### config.mk
export PLATFORM = sky130hd
export DESIGN_NAME = traffic_light_monitor
export DESIGN_NICKNAME = d
export VERILOG_FILES = /design/src/rtl/traffic_pkg.sv /design/src/rtl/light_seq_checker.sv /design/src/rtl/traffic_light_monitor.sv
export SDC_FILE = /design/constraint.sdc
export NUM_CORES = 1
export LEC_CHECK = 0
export BUFFER_PORTS_ARGS = -buffer_cell sky130_fd_sc_hd__buf_4
export CORE_MARGIN = 1
export CORE_UTILIZATION = 55
export DETAILED_ROUTE_END_ITERATION = 10
export MAX_ROUTING_LAYER = met4
export PLACE_DENSITY = 0.8
export SLEW_MARGIN = 10
export SYNTH_ARGS = -nofsm -noshare
export SYNTH_HDL_FRONTEND = slang
export SYNTH_SLANG_ARGS = --single-unit
### constraint.sdc
create_clock -name clk -period 5.1 [get_ports clk]
set_clock_uncertainty 0.1 [all_clocks]
set_input_delay 0.51 -clock clk [delete_from_list [all_inputs] [get_ports clk]]
set_output_delay 0.51 -clock clk [all_outputs]
set_load 0.05 [all_outputs]
### src/rtl/traffic_pkg.sv
// Shared types for the traffic light controller and its passive monitor.
package traffic_pkg;

  typedef enum logic [1:0] {
    GREEN   = 2'b00,
    YELLOW  = 2'b01,
    RED     = 2'b10,
    ILLEGAL = 2'b11
  } light_t;

  typedef enum logic [2:0] {
    F_NONE      = 3'd0,
    F_ILLEGAL   = 3'd1,
    F_CONFLICT  = 3'd2,
    F_BAD_SEQ   = 3'd3,
    F_YEL_SHORT = 3'd4,
    F_YEL_LONG  = 3'd5
  } fault_t;

  typedef enum logic [1:0] {
    T_UNKNOWN,
    T_GREEN,
    T_YELLOW,
    T_RED
  } tracker_t;

  // An illegal lamp code leaves the tracker with no trusted history.
  function automatic tracker_t to_tracker(input light_t l);
    case (l)
      GREEN:   return T_GREEN;
      YELLOW:  return T_YELLOW;
      RED:     return T_RED;
      default: return T_UNKNOWN;
    endcase
  endfunction

endpackage

### src/rtl/light_seq_checker.sv
// Per-street colour tracker: sequence and yellow-duration flags plus a
// saturating count of completed red->green phases.
module light_seq_checker
  import traffic_pkg::*;
#(
  parameter int YELLOW_MIN = 1,
  parameter int YELLOW_MAX = 1,
  parameter int CNT_W      = 8
) (
  input  logic             clk,
  input  logic             reset,
  input  logic             clear,
  input  light_t           light,
  output logic             bad_seq,
  output logic             yel_short,
  output logic             yel_long,
  output logic [CNT_W-1:0] phases
);

  localparam int YTOP = (YELLOW_MIN > YELLOW_MAX + 1) ? YELLOW_MIN : YELLOW_MAX + 1;
  localparam int YW   = $clog2(YTOP + 1);
  localparam logic [YW-1:0] YCNT_SAT = YW'(YELLOW_MAX + 1);
  localparam logic [YW-1:0] YCNT_MIN = YW'(YELLOW_MIN);

  tracker_t       state;
  logic [YW-1:0]  ycnt;
  logic [YW-1:0]  ycnt_next;
  logic           seen;
  logic           phase_inc;

  // Flags only fire once the tracker holds a known colour and the sample is legal.
  always_comb begin
    seen      = (state != T_UNKNOWN) && (light != ILLEGAL);
    ycnt_next = '0;
    bad_seq   = 1'b0;
    yel_short = 1'b0;
    yel_long  = 1'b0;
    phase_inc = 1'b0;
    if (light == YELLOW)
      ycnt_next = (ycnt == YCNT_SAT) ? ycnt : ycnt + 1'b1;
    if (seen) begin
      case (state)
        T_GREEN:  bad_seq = (light == RED);
        T_YELLOW: begin
          bad_seq   = (light == GREEN);
          yel_short = (light == RED) && (ycnt < YCNT_MIN);
        end
        T_RED: begin
          bad_seq   = (light == YELLOW);
          phase_inc = (light == GREEN);
        end
        default: ;
      endcase
      yel_long = (light == YELLOW) && (ycnt_next == YCNT_SAT) && (ycnt != YCNT_SAT);
    end
  end

  always_ff @(posedge clk) begin
    if (reset) begin
      state  <= T_UNKNOWN;
      ycnt   <= '0;
      phases <= '0;
    end else if (clear) begin
      state <= T_UNKNOWN;
      ycnt  <= '0;
    end else begin
      state <= to_tracker(light);
      ycnt  <= ycnt_next;
      if (phase_inc && (phases != '1))
        phases <= phases + 1'b1;
    end
  end

endmodule

### src/rtl/traffic_light_monitor.sv
// Passive monitor for the two-street controller: latches the first
// violation with a code and street, and counts completed green phases.
module traffic_light_monitor
  import traffic_pkg::*;
#(
  parameter int YELLOW_MIN = 1,
  parameter int YELLOW_MAX = 1,
  parameter int CNT_W      = 8
) (
  input  logic             clk,
  input  logic             reset,
  input  logic [1:0]       lA,
  input  logic [1:0]       lB,
  input  logic             clear,
  output logic             fault,
  output logic [2:0]       fault_code,
  output logic             fault_street,
  output logic [CNT_W-1:0] phasesA,
  output logic [CNT_W-1:0] phasesB
);

  light_t light_a;
  light_t light_b;
  logic   bad_a, short_a, long_a;
  logic   bad_b, short_b, long_b;
  fault_t new_code;
  logic   new_street;
  fault_t code_q;

  assign light_a = light_t'(lA);
  assign light_b = light_t'(lB);

  light_seq_checker #(
    .YELLOW_MIN(YELLOW_MIN), .YELLOW_MAX(YELLOW_MAX), .CNT_W(CNT_W)
  ) u_chk_a (
    .clk(clk), .reset(reset), .clear(clear), .light(light_a),
    .bad_seq(bad_a), .yel_short(short_a), .yel_long(long_a), .phases(phasesA)
  );

  light_seq_checker #(
    .YELLOW_MIN(YELLOW_MIN), .YELLOW_MAX(YELLOW_MAX), .CNT_W(CNT_W)
  ) u_chk_b (
    .clk(clk), .reset(reset), .clear(clear), .light(light_b),
    .bad_seq(bad_b), .yel_short(short_b), .yel_long(long_b), .phases(phasesB)
  );

  // Lowest code wins; for equal codes street A is reported.
  always_comb begin
    new_code   = F_NONE;
    new_street = 1'b0;
    if (light_a == ILLEGAL) begin
      new_code = F_ILLEGAL;
    end else if (light_b == ILLEGAL) begin
      new_code   = F_ILLEGAL;
      new_street = 1'b1;
    end else if ((light_a != RED) && (light_b != RED)) begin
      new_code = F_CONFLICT;
    end else if (bad_a) begin
      new_code = F_BAD_SEQ;
    end else if (bad_b) begin
      new_code   = F_BAD_SEQ;
      new_street = 1'b1;
    end else if (short_a) begin
      new_code = F_YEL_SHORT;
    end else if (short_b) begin
      new_code   = F_YEL_SHORT;
      new_street = 1'b1;
    end else if (long_a) begin
      new_code = F_YEL_LONG;
    end else if (long_b) begin
      new_code   = F_YEL_LONG;
      new_street = 1'b1;
    end
  end

  always_ff @(posedge clk) begin
    if (reset || clear) begin
      fault        <= 1'b0;
      code_q       <= F_NONE;
      fault_street <= 1'b0;
    end else if (!fault && (new_code != F_NONE)) begin
      fault        <= 1'b1;
      code_q       <= new_code;
      fault_street <= new_street;
    end
  end

  assign fault_code = code_q;

endmodule

After elaboration in Yosys (flattened, before gate mapping)
Index checks and enable logic that the tools add are counted.
{"block": "totals", "input_bits": 7, "regBits": 29, "wordCells": 100, "output_inout_bits": 21}
{"block": "op_classes", "addsub": 4, "n_eq_ne": 24, "bitwise": 1, "n_reduce_logical": 22, "order_cmp": 2, "muxes": 38}
{"operator": "3-bit 2-to-1 mux", "n": 9}
{"operator": "2-bit equality test, second input constant", "n": 12}
{"operator": "1-bit 2-to-1 mux", "n": 21}
{"operator": "8-bit by 1-bit adder with 8-bit output, second input constant", "n": 2}
{"operator": "8-bit inequality test, second input constant", "n": 2}
{"operator": "1-bit logical AND", "n": 12}
{"operator": "2-bit inequality test, second input constant", "n": 6}
{"operator": "2-bit case mux with 3 select lines", "n": 2}
{"operator": "2-bit by 1-bit equality test with 1-bit output, second input constant", "n": 4}
{"operator": "2-bit 2-to-1 mux", "n": 4}
{"operator": "1-bit case mux with 3 select lines", "n": 2}
{"operator": "2-bit by 1-bit adder with 2-bit output, second input constant", "n": 2}
{"operator": "2-bit zero test", "n": 2}
{"operator": "2-bit by 1-bit < comparator with 1-bit output, second input constant", "n": 2}
{"operator": "2-bit AND reduction", "n": 2}
{"operator": "2-bit nonzero test", "n": 2}
{"operator": "3-bit nonzero test", "n": 1}
{"operator": "2-bit OR reduction", "n": 1}
{"operator": "1-bit zero test", "n": 1}
{"operator": "1-bit logical OR", "n": 1}
{"operator": "1-bit NOT", "n": 1}

Logic depth before layout (Yosys ltp)
{"block": "logic_depth", "depth_word": 18, "ltp_mapped": 8, "depth_no_buf": 7}

By module
From an unflattened synthesis, not the netlist that was laid out.
{"block": "unflattened", "cells_unflattened": 202, "area_unflattened_um2": 1769.2}
{"mod": "light_seq_checker (u_chk_a)", "instances": 1, "seq_area_each_um2": 240.2, "area_each_um2": 730.7, "cells_per_inst": 81}
{"mod": "light_seq_checker (u_chk_b)", "instances": 1, "seq_area_each_um2": 240.2, "area_each_um2": 723.2, "cells_per_inst": 83}
{"mod": "traffic_light_monitor", "instances": 1, "seq_area_each_um2": 100.1, "area_each_um2": 315.3, "cells_per_inst": 38}

Worst setup path after synthesis
Ideal clock, no wire load.
{"block": "synth_timing", "kind": "in2reg", "startpoint": "in lB[0]", "endpoint": "reg fault", "arrival_ns": 1.800, "setup_ns": 0.115, "required_time_ns": 4.885, "slack_ns": 3.086, "stages": 7, "n_path_buf": 0, "path_cell_list": "inv_1 -> ha_1 -> mux2_4 -> a2111oi_4 -> and2b_4 -> nand2_2 -> o21a_1"}
{"block": "synth_via", "elab_chain_len": 17, "elab_cells_between_ends": 29, "classes_between": "eq/ne: 6; mux: 15; reduce/logical: 8"}
{"element": "from (decl)", "line": "traffic_light_monitor.sv:13", "rtl": "input logic [1:0] lB,"}
{"element": "2-bit by 1-bit equality test with 1-bit output", "line": "light_seq_checker.sv:39, light_seq_checker.sv:49, light_seq_checker.sv:54"}
{"element": "2-bit 2-to-1 mux", "line": "light_seq_checker.sv:39", "rtl": "if (light == YELLOW)"}
{"element": "2-bit equality test", "line": "light_seq_checker.sv:54", "rtl": "yel_long = (light == YELLOW) && (ycnt_next == YCNT_SAT) && (ycnt != YCNT_SAT);"}
{"element": "1-bit logical AND (2 in series)", "line": "light_seq_checker.sv:54"}
{"element": "1-bit 2-to-1 mux", "line": "light_seq_checker.sv:41", "rtl": "if (seen) begin"}
{"element": "3-bit 2-to-1 mux", "line": "traffic_light_monitor.sv:70", "rtl": "end else if (long_b) begin"}
{"element": "3-bit 2-to-1 mux", "line": "traffic_light_monitor.sv:68", "rtl": "end else if (long_a) begin"}
{"element": "3-bit 2-to-1 mux", "line": "traffic_light_monitor.sv:65", "rtl": "end else if (short_b) begin"}
{"element": "3-bit 2-to-1 mux", "line": "traffic_light_monitor.sv:63", "rtl": "end else if (short_a) begin"}
{"element": "3-bit 2-to-1 mux", "line": "traffic_light_monitor.sv:60", "rtl": "end else if (bad_b) begin"}
{"element": "3-bit 2-to-1 mux", "line": "traffic_light_monitor.sv:58", "rtl": "end else if (bad_a) begin"}
{"element": "3-bit 2-to-1 mux", "line": "traffic_light_monitor.sv:56", "rtl": "end else if ((light_a != RED) && (light_b != RED)) begin"}
{"element": "3-bit 2-to-1 mux *", "line": "traffic_light_monitor.sv:53", "rtl": "end else if (light_b == ILLEGAL) begin"}
{"element": "3-bit 2-to-1 mux *", "line": "traffic_light_monitor.sv:51", "rtl": "if (light_a == ILLEGAL) begin"}
{"element": "3-bit nonzero test *", "line": "traffic_light_monitor.sv:81", "rtl": "end else if (!fault && (new_code != F_NONE)) begin"}
{"element": "1-bit logical AND *", "line": "traffic_light_monitor.sv:81"}
{"element": "to (signal assigned)", "line": "traffic_light_monitor.sv:78", "rtl": "fault <= 1'b0;"}
{"element": "to (signal assigned)", "line": "traffic_light_monitor.sv:82", "rtl": "fault <= 1'b1;"}
{"element": "to (decl)", "line": "traffic_light_monitor.sv:15", "rtl": "output logic fault,"}
Mark *: on every way between the ends. The rest lies on a longest branch, timed or not.
A chain may end at the register's enable or synchronous reset.

Final worst setup path
{"block": "layout_timing", "startpoint": "in lA[0]", "endpoint": "reg fault_street"}
{"block": "layout_via", "elab_chain_len": 16, "elab_cells_between_ends": 36, "classes_between": "eq/ne: 6; mux: 22; reduce/logical: 8"}
{"element": "from (decl)", "line": "traffic_light_monitor.sv:12", "rtl": "input logic [1:0] lA,"}
{"element": "2-bit by 1-bit equality test with 1-bit output", "line": "light_seq_checker.sv:39, light_seq_checker.sv:49, light_seq_checker.sv:54"}
{"element": "2-bit 2-to-1 mux", "line": "light_seq_checker.sv:39"}
{"element": "2-bit equality test", "line": "light_seq_checker.sv:54"}
{"element": "1-bit logical AND (2 in series)", "line": "light_seq_checker.sv:54"}
{"element": "1-bit 2-to-1 mux", "line": "light_seq_checker.sv:41"}
{"element": "3-bit 2-to-1 mux", "line": "traffic_light_monitor.sv:68"}
{"element": "3-bit 2-to-1 mux", "line": "traffic_light_monitor.sv:65"}
{"element": "3-bit 2-to-1 mux", "line": "traffic_light_monitor.sv:63"}
{"element": "3-bit 2-to-1 mux", "line": "traffic_light_monitor.sv:60"}
{"element": "3-bit 2-to-1 mux", "line": "traffic_light_monitor.sv:58"}
{"element": "3-bit 2-to-1 mux", "line": "traffic_light_monitor.sv:56"}
{"element": "3-bit 2-to-1 mux", "line": "traffic_light_monitor.sv:53"}
{"element": "3-bit 2-to-1 mux", "line": "traffic_light_monitor.sv:51"}
{"element": "3-bit nonzero test", "line": "traffic_light_monitor.sv:81"}
{"element": "1-bit logical AND", "line": "traffic_light_monitor.sv:81"}
{"element": "to (signal assigned)", "line": "traffic_light_monitor.sv:84", "rtl": "fault_street <= new_street;"}
{"element": "to (decl)", "line": "traffic_light_monitor.sv:17", "rtl": "output logic fault_street,"}
Several ways; a longest one is shown, not always the timed one.

==> summary.md <==
| Metric | Value |
|---|---|
| Pin count of the biggest net entering global routing | 19 |
| Core ar. | 0.00278 sq mm |
| Final Max Tran Viols | 0 |
| Pre-antenna DRT Iters | 4 |
| Post_cts resized | 0 |
| DRC violations left | 0 |
| Crit path DAT | 2.08 ns |
| Non-Filler Instances | about 230 |
| Startpoint Class | primary input |
| Reg clk slew, reported paths | 0.09 ns |
| Initial drt markers | 47 |
| Ports | 28 |
| Initial antenna violation count | 0 |
| Post-CTS Setup Repair Bufs | 0 |
| Initial Util | ~59% |
| Worst min-delay path category | primary input to flip-flop |
| CP endpoint kind | flip-flop |
| Vias in the first global route | 1328 |
| Clk sink count | 29 |
| Share of the synthesized area in the top cell type | 35.5% |
| Global-route wire length before repair | 5600 microns |
| Detailed-placement wirelength estimate | 2400 microns |
| Root Driver | clkbuf_4 |
| Number of synthesized flops with an enable pin | 0 |
| RSZ-0062 raised after global routing | false |
| Max cap viols | 0 |
| Total grt overflow | 0 |
| DP Cell Count | 225 |
| Required @ worst endpoint | 5.26 ns |
| Synthesized instance count | 172 |
| GR Util All Layers | between 20% and 30% |
| Most used routing layer in global routing | met2 |
| Syn nets | 194 |
| Cell Rows | 19 |
| Period utilisation layout | 37.7% |
| Distinct cells, synth | 46 |
| Avg WL per Cell | between 10 and 15 microns |
| Number of port buffers | 27 |
| Synth Register Bits | 29 |
| Pleak | between 0.8 and 0.9 nW |
| Worst-Skew Late Latency | 0.33 ns |
| Final WL | between 3000 and 4000 microns |
| CTS H-tree depth | 2 |
| Via Count | 1343 |
| Critical path class | primary input to flip-flop |
| DR vias/cell | 5.76 |
| CTS tree | yes |
| Warning count from the yosys run | 0 |
| Share of cells above drive strength 1 | 23.8% |
| Rel. slew slack | 40.7% |
| Post-synthesis cell area | 0.00163 sq mm |
| Hold buffer count at CTS | 0 |
| Cell Pwr Density | around 250 mW/mm^2 |
| Routability cong. | 0.824 |
| Status | finished clean |
| Yosys top cell by area | dfxtp_1 |
| Post-layout util | 69.8% |
| Syn-to-layout area delta | 18.8% |
| Total CTS buffers | 5 |
| Final Power | about 0.48 mW |
| GR Layer Usage met3 | 5.07% |
| Nets | 223 |
| GRT met1 Usage | a little over a quarter |
| Total negative slack | 0 ns |
| VDD IR max | between 0.2 and 0.3 mV |
| Die Span Y | 56.5 microns |
| Synth top area cells | dfxtp_1 36%, ha_1 11%, xor2_1 6.4% |
| Clk buf depth | 2 |
| Diode count | 0 |
| F_max | 520 MHz |
| Sequential area share after synthesis | 35.5% |
| Avg Synthesized Cell Area | 9.50 sq um |
| Critical Path Fanout Max | 8 |
| Setup Viol. Count Final | 0 |
| Min cycle time layout | 1.92 ns |
| Worst Tran Pin Value | between 0.8 and 0.9 ns |
| Filler instances | 224 |
| Final Hold Fails | 0 |
| Number of routed nets with antenna violations | 0 |
| Top FF cell, synth | dfxtp_1 |
| Ys async rst share | 0% |
| Hold WS | 0.377 ns |
| Die W | roughly 57 microns |
| Die ar. | 0.00319 sq mm |
| M2 GR Usage | 38.7% |
## area by class of cell
cell class	instances	area (sq um)	area share [%]
Inverter	8	30.0	1.55
Sequential cell	29	581	29.9
Tap cell	31	38.8	2.00
Clock inverter	1	30.0	1.55
Clock buffer	7	55.1	2.84
Timing Repair Buffer	27	203	10.4
Multi-Input combinational cell	130	1000	51.7
## synthesized netlist by cell type (all sizes together), types with 3 or more instances
cell,n
a21oi,3
and3,9
clkbuf,4
dfxtp,29
ha,15
inv,8
mux2i,3
nand2,11
nand3,3
nand4,9
nor2,27
xor2,12
## report_power, final
group,internal [mW],total (mW),switching [mW]
registers,0.230,0.234,0.00422
clock network,0.117,0.198,0.0815
logic,0.0200,0.0492,0.0292
## worst max-delay path, cell delays in order
cell      delay, ns
buf_4          0.12
ha_1           0.30
nand2b_1       0.24
o221ai_1       0.31
and2b_4        0.26
a21o_2         0.21
o211ai_2       0.12
## per-layer routing
metal / share of wire (%) / wire, microns / vias up
li1: - / - / 665
met1: 43 / 1390 / 637
met2: 51 / 1640 / 36
met3: 4.2 / 134 / 5
met4: 1.4 / 44 / 0
met5: 0 / 0 / -
## per-stage QoR
stage,setup slack (ns),instance area [sq um]
finish,3.18,1940
global placement,2.91,1860
global route,3.03,1940
floorplan,3.09,1630
detailed placement,2.83,1860
CTS,3.21,1940
## worst paths after layout
kind              slack, ns  depth (start not counted)               from           endpoint
hold / removal         0.38                          2              reset  u_chk_b.phases[0]
setup / recovery       3.18                          7              lA[0]       fault_street
hold reg to reg        0.38                          2      fault_code[1]      fault_code[1]
setup reg to reg       3.21                          6  u_chk_a.phases[0]  u_chk_a.phases[4]
## cells in the final DEF, fill, tap and decap left out, types with 2 or more instances in the layout
cell	n
a21oi_1	3
nand4_1	9
clkbuf_4	5
and2_1	2
nor3_2	2
o211a_1	2
xnor2_1	2
buf_4	27
nor2_1	27
inv_1	8
xor2_1	12
nand2_1	10
and3_1	9
nand4bb_1	2
nand3_1	3
dfxtp_1	29
mux2i_1	3
o21ai_0	2
ha_1	15
## sequential cells by signal (all words and copies together), names as in the netlist
register and cells:
fault 1, fault_code 3, fault_street 1, u_chk_a.phases 8, u_chk_a.state 2, u_chk_a.ycnt 2, u_chk_b.phases 8, u_chk_b.state 2
u_chk_b.ycnt 2
## kinds of logic (layout without fill, tap and decap cells)
group / after synthesis / count (layout) / synth area share [%]
AOI/OAI and AO/OA: 21 / 21 / 12.5
xor gates and xnor gates: 14 / 14 / 7.50
adders and majority gates: 15 / 15 / 11.5
buffers and inverters: 13 / 43 / 3.06
DFF: 29 / 29 / 35.5
muxes: 4 / 4 / 2.76
and+or+nand+nor: 76 / 76 / 27.2
Note: power is estimated with default switching activity, not from simulation.
